### config.mk
export PLATFORM = sky130hd
export DESIGN_NAME = alu_sequencer_flat
export DESIGN_NICKNAME = d
export VERILOG_FILES = /design/src/rtl/alu_seq_if.sv /design/src/rtl/alu_sequencer.sv /design/src/flat_wrapper.sv
export SDC_FILE = /design/constraint.sdc
export NUM_CORES = 1
export LEC_CHECK = 0
export CORE_ASPECT_RATIO = 2
export CORE_MARGIN = 2
export CORE_UTILIZATION = 49
export CTS_CLUSTER_DIAMETER = 80
export CTS_CLUSTER_SIZE = 20
export DETAILED_ROUTE_END_ITERATION = 8
export HOLD_SLACK_MARGIN = 0.15
export PLACE_DENSITY = 0.81
export SYNTH_ARGS = -nofsm -noshare
export SYNTH_HDL_FRONTEND = slang
export SYNTH_SLANG_ARGS = --single-unit
### constraint.sdc
create_clock -name clk -period 1.93 [get_ports clk]
set_input_delay 0.386 -clock clk [delete_from_list [all_inputs] [get_ports clk]]
set_output_delay 0.386 -clock clk [all_outputs]
set_load 0.005 [all_outputs]
### src/rtl/alu_seq_if.sv
// Command and response handshakes between a requester and alu_sequencer.
// master drives commands and consumes responses; slave is the sequencer.
interface alu_seq_if #(
  parameter int DW = 4,
  parameter int AW = 2
);
  logic          cmd_valid;
  logic          cmd_ready;
  logic [2:0]    cmd_op;
  logic [AW-1:0] cmd_srca;
  logic [AW-1:0] cmd_srcb;
  logic          cmd_use_imm;
  logic [DW-1:0] cmd_imm;
  logic [AW-1:0] cmd_dst;
  logic          rsp_valid;
  logic          rsp_ready;
  logic [DW-1:0] rsp_data;
  logic [AW-1:0] rsp_dst;
  logic          rsp_zero;

  modport master (
    output cmd_valid, cmd_op, cmd_srca, cmd_srcb,
    output cmd_use_imm, cmd_imm, cmd_dst, rsp_ready,
    input  cmd_ready, rsp_valid, rsp_data, rsp_dst, rsp_zero
  );

  modport slave (
    input  cmd_valid, cmd_op, cmd_srca, cmd_srcb,
    input  cmd_use_imm, cmd_imm, cmd_dst, rsp_ready,
    output cmd_ready, rsp_valid, rsp_data, rsp_dst, rsp_zero
  );
endinterface

### src/rtl/alu_sequencer.sv
// Register-transfer sequencer in front of a 4-bit combinational ALU.
// IDLE accepts a command, EXEC writes back the ALU result, RESP returns it.
module alu_sequencer #(
  parameter int DW = 4,
  parameter int AW = 2
) (
  input  logic          clk,
  input  logic          rst,
  alu_seq_if.slave      bus,
  output logic [DW-1:0] alu_a,
  output logic [DW-1:0] alu_b,
  output logic [2:0]    alu_op,
  input  logic [DW-1:0] alu_result
);
  localparam int NR = 1 << AW;

  typedef enum logic [1:0] {
    IDLE,
    EXEC,
    RESP
  } state_t;

  state_t        state;
  logic [DW-1:0] rf [NR];
  logic [AW-1:0] dst;

  assign bus.cmd_ready = (state == IDLE);

  always_ff @(posedge clk or posedge rst) begin
    if (rst) begin
      state         <= IDLE;
      dst           <= '0;
      alu_a         <= '0;
      alu_b         <= '0;
      alu_op        <= 3'b000;
      bus.rsp_valid <= 1'b0;
      bus.rsp_data  <= '0;
      bus.rsp_dst   <= '0;
      bus.rsp_zero  <= 1'b0;
      for (int i = 0; i < NR; i++) rf[i] <= '0;
    end else begin
      case (state)
        IDLE: begin
          if (bus.cmd_valid) begin
            alu_a  <= rf[bus.cmd_srca];
            alu_b  <= bus.cmd_use_imm ? bus.cmd_imm
                                      : rf[bus.cmd_srcb];
            alu_op <= bus.cmd_op;
            dst    <= bus.cmd_dst;
            state  <= EXEC;
          end
        end
        EXEC: begin
          rf[dst]       <= alu_result;
          bus.rsp_data  <= alu_result;
          bus.rsp_dst   <= dst;
          bus.rsp_zero  <= (alu_result == '0);
          bus.rsp_valid <= 1'b1;
          state         <= RESP;
        end
        RESP: begin
          if (bus.rsp_ready) begin
            bus.rsp_valid <= 1'b0;
            state         <= IDLE;
          end
        end
        default: state <= IDLE;
      endcase
    end
  end
endmodule

### src/flat_wrapper.sv
// flat-port wrapper written by rule: the top's interface ports become plain ports
module alu_sequencer_flat 
#(
  parameter int DW = 4,
  parameter int AW = 2
)
  (clk, rst, alu_a, alu_b, alu_op, alu_result, bus_cmd_valid, bus_cmd_op, bus_cmd_srca, bus_cmd_srcb, bus_cmd_use_imm, bus_cmd_imm, bus_cmd_dst, bus_rsp_ready, bus_cmd_ready, bus_rsp_valid, bus_rsp_data, bus_rsp_dst, bus_rsp_zero);
  alu_seq_if #(.DW(DW), .AW(AW)) bus_i ();
  input  logic clk;
  input  logic rst;
  output logic [DW-1:0] alu_a;
  output logic [DW-1:0] alu_b;
  output logic [2:0] alu_op;
  input  logic [DW-1:0] alu_result;
  input wire logic [$bits(bus_i.cmd_valid)-1:0] bus_cmd_valid;
  input wire logic [$bits(bus_i.cmd_op)-1:0] bus_cmd_op;
  input wire logic [$bits(bus_i.cmd_srca)-1:0] bus_cmd_srca;
  input wire logic [$bits(bus_i.cmd_srcb)-1:0] bus_cmd_srcb;
  input wire logic [$bits(bus_i.cmd_use_imm)-1:0] bus_cmd_use_imm;
  input wire logic [$bits(bus_i.cmd_imm)-1:0] bus_cmd_imm;
  input wire logic [$bits(bus_i.cmd_dst)-1:0] bus_cmd_dst;
  input wire logic [$bits(bus_i.rsp_ready)-1:0] bus_rsp_ready;
  output wire logic [$bits(bus_i.cmd_ready)-1:0] bus_cmd_ready;
  output wire logic [$bits(bus_i.rsp_valid)-1:0] bus_rsp_valid;
  output wire logic [$bits(bus_i.rsp_data)-1:0] bus_rsp_data;
  output wire logic [$bits(bus_i.rsp_dst)-1:0] bus_rsp_dst;
  output wire logic [$bits(bus_i.rsp_zero)-1:0] bus_rsp_zero;
  assign bus_i.cmd_valid = bus_cmd_valid;
  assign bus_i.cmd_op = bus_cmd_op;
  assign bus_i.cmd_srca = bus_cmd_srca;
  assign bus_i.cmd_srcb = bus_cmd_srcb;
  assign bus_i.cmd_use_imm = bus_cmd_use_imm;
  assign bus_i.cmd_imm = bus_cmd_imm;
  assign bus_i.cmd_dst = bus_cmd_dst;
  assign bus_i.rsp_ready = bus_rsp_ready;
  assign bus_cmd_ready = bus_i.cmd_ready;
  assign bus_rsp_valid = bus_i.rsp_valid;
  assign bus_rsp_data = bus_i.rsp_data;
  assign bus_rsp_dst = bus_i.rsp_dst;
  assign bus_rsp_zero = bus_i.rsp_zero;
  alu_sequencer #(.DW(DW), .AW(AW)) u_core (.clk(clk), .rst(rst), .bus(bus_i), .alu_a(alu_a), .alu_b(alu_b), .alu_op(alu_op), .alu_result(alu_result));
endmodule
==> flow_summary.ini <==
[clock_network]
ctsRootBufferMaster = clkbuf_8
tritoncts = done
clk_transition_reported_paths_ns = 0.07
cts-buffers-inserted = 5
clock_tree.buffer_depth = 2
postCtsSetupRepairBufs = 0
numClockSinks = 39
clock_latency_ns = 0.29
htree_num_levels = 2
cts.repair.resized = 0
cts_hold_buf = 0

[timing]
slew-limit-headroom_pct = 67.6
fmax_mhz = 566
fin_worst_skew_ns = 0.00416
timing_worst_slew_pin_value_ns = 0.485
maxSlewViolCount = 0
final-setup-viol-count = 0
hold_violations = 0
worst_slack_on_hold_paths_ns = 0.491
timing.final.crit_period_ns = 1.77
grt_setup_unrepaired = false
layout_worst_path_cycle_share_pct = 91.6

[layout]
post-route-util_pct = 68.6
final_net_count = 184
insertedDiodeCount = 0
finalNonFillerCells = 195
post_route_cells_drive_above_1_share_pct = 33.1
area.growth.synth_to_final_pct = 33.3

[global_route]
largest_net_degree_at_the_start_of_global_routing = 40
gr-usage-all-layers_pct = 19.3
antenna_violations_before_repair = 0
grt_first_pass_wirelength_mm = 5.51
grt_overflow = 0
number_of_global_route_vias_before_repair = 1178

[route]
wl_mm = 3.37
drc_errors = 0
dr.first_iter.drc_count = 18
post_drt_via_cell_ratio = 5.70
routed_wire_length_per_instance_um = 17.3
via_count = 1111
drt.antenna.violating_nets = 0
drtPass1Iterations = 2

[floorplan]
ios = 42
num_rows = 30
die-width_um = 46.1
die_h_um = 88.3
initial_core_util_pct = 51.5
coreArea_um2 = 3380
fp.dieArea_um2 = 4070

[yosys]
synthesis.area_um2 = 1740
synth.distinct_cells = 22
synth.largest_area_cell = dfrtp_1
seq_area_frac_synth_pct = 56.1
netlist.area_leader.share_pct = 56.1
synth_area_leaders = dfrtp_1, mux2_2, mux4_2
synth-warning-count = 0
syn-mean-instance-area_um2 = 15.4
synth-async-reset-ratio_pct = 100
mappedNetlistNets = 135
synth_cells = 113
count_of_state_elements_after_synthesis = 39
synth_edf_count = 0
synthFlopType = dfrtp_1

[setup_path]
worstReg2RegEnd = u_core.rf[9]
timing.critical_path.required_ns = 1.54
r2r_slack_ns = 0.27
worst_setup_path_start = u_core.state[0]
rr_worst_depth = 3
r2r_start = u_core.state[1]
worst-endpoint-arrival_ns = 1.38
critPathLaunchType = flip-flop
timing.critical_path.to_type = primary output
timing.setup.critical_path_class = reg -> out
worstPathMaxFanout = 8

[outcome]
run_status = finished clean

[power]
p_clk_share_pct = 19.3
leakagePower_nw = 0.979
p_sw_share_pct = 27.9
vdd_drop_max_uv = 1030
p_int_mw = 2.57
power.combinational.fraction_pct = 37.6
power.share.sequential_pct = 43.1
cellPowerDensity_nw_per_um2 = 1540
switchingPower_mw = 0.998

[worst_hold_path]
min_to = u_core.bus.rsp_dst[1]
holdCritStartpoint = u_core.bus.rsp_dst[1]
holdCritPathClass = reg -> reg
timing.hold.worst_path_depth = 2

[place]
port_buffer_cells = 41
gpl.final_weighted_congestion = 0.739
post-place-cells = 187
detailed_place_hpwl_mm = 2.61

[flow_run]
cap_viol_max_count = 0
## cell families after synthesis
kind of cell	count (synthesis)	share of synthesized area [%]
buffers and inverters	6	2.23
AOI/OAI and AO/OA	8	2.30
DFF	39	56.1
and+or+nand+nor	18	6.84
muxes	42	32.5
## layout make-up
cell class / count / area (um^2)
fill: 248 / 1060
timing repair buffer: 46 / 448
multi-input combinational: 68 / 729
tap: 32 / 40.0
clock buffer: 6 / 82.6
sequential: 39 / 976
clock inverter: 2 / 35.0
inverter: 2 / 7.51
## routing by layer
metal  share of wire [%]  up-vias  global-route usage (%)
li1                    -      516                       -
met1                  35      558                    19.2
met2                  59       29                    35.6
met3                 3.9        8                    5.10
met4                 2.0        0                    7.79
met5                   0        -                       0
## sequential cells by signal, indices dropped and copies added (netlist names)
signal and flops:
u_core.bus.rsp_data 4, u_core.bus.rsp_dst 2, u_core.bus.rsp_zero 1, u_core.alu_b 4, u_core.dst 2, u_core.state 2, u_core.alu_a 4, u_core.alu_op 3
u_core.rf 16, u_core.bus.rsp_valid 1
## how the worst max path moves through the flow
stage / slack [ns] / to
3_3_place_gp: -0.04 / u_core.alu_a[2]
5_1_grt: 0.11 / bus_cmd_ready
4_1_cts: 0.16 / bus_cmd_ready
3_5_place_dp: -0.08 / u_core.alu_a[2]
6_report: 0.16 / bus_cmd_ready
2_1_floorplan: 0.53 / u_core.rf[12]
## stage by stage
step	instance area, um^2	power (mW)	setup WS (ns)	TNS (ns)
after floorplan	1740	2.27	0.530	0
final	2320	3.57	0.163	0
after detailed placement	2200	2.92	-0.0836	-0.153
after global routing	2320	3.80	0.108	0
after CTS	2320	3.62	0.157	0
after global placement	2200	2.82	-0.0418	-0.0418
## synthesized netlist by cell type, types with 2 or more instances
cell type and count:
dfrtp_1 39, mux2_2 29, mux4_2 7, nor2_1 7
a21oi_1 5, mux2i_1 4, nand2_1 3, o21ai_0 3
buf_6 2, inv_1 2
## power by group through the flow
stage	registers [mW]	clock network, mW	logic (mW)
after floorplan	1.49	0	0.781
after global placement	1.51	0	1.31
after detailed placement	1.55	0	1.36
after CTS	1.54	0.707	1.37
after global routing	1.59	0.742	1.47
final	1.54	0.689	1.34
## critical path, stage by stage (launching register included)
cell and delay, ns:
dfrtp_1 0.47, nor2_1 0.12, clkdlybuf4s50_1 0.50
## cells in the final DEF, fill, tap and decap left out
cell | Yosys | final
clkdlybuf4s50_1 | 0 | 41
nor3b_4 | 1 | 1
mux2_4 | 1 | 1
nand2_1 | 3 | 3
nand2b_2 | 1 | 1
nand4b_1 | 1 | 1
nand2b_1 | 1 | 1
o21ai_0 | 3 | 3
nand3b_1 | 1 | 1
mux4_1 | 1 | 1
buf_4 | 0 | 5
nor2_1 | 7 | 7
bufinv_16 | 0 | 1
inv_1 | 2 | 2
clkbuf_8 | 0 | 6
or4_1 | 1 | 1
mux2i_1 | 4 | 4
nor3_4 | 1 | 1
mux2_2 | 29 | 29
nor3b_2 | 0 | 1
clkinv_2 | 0 | 1
dfrtp_1 | 39 | 39
a21oi_1 | 5 | 5
mux4_2 | 7 | 7
(Power assumes the default switching activity.)
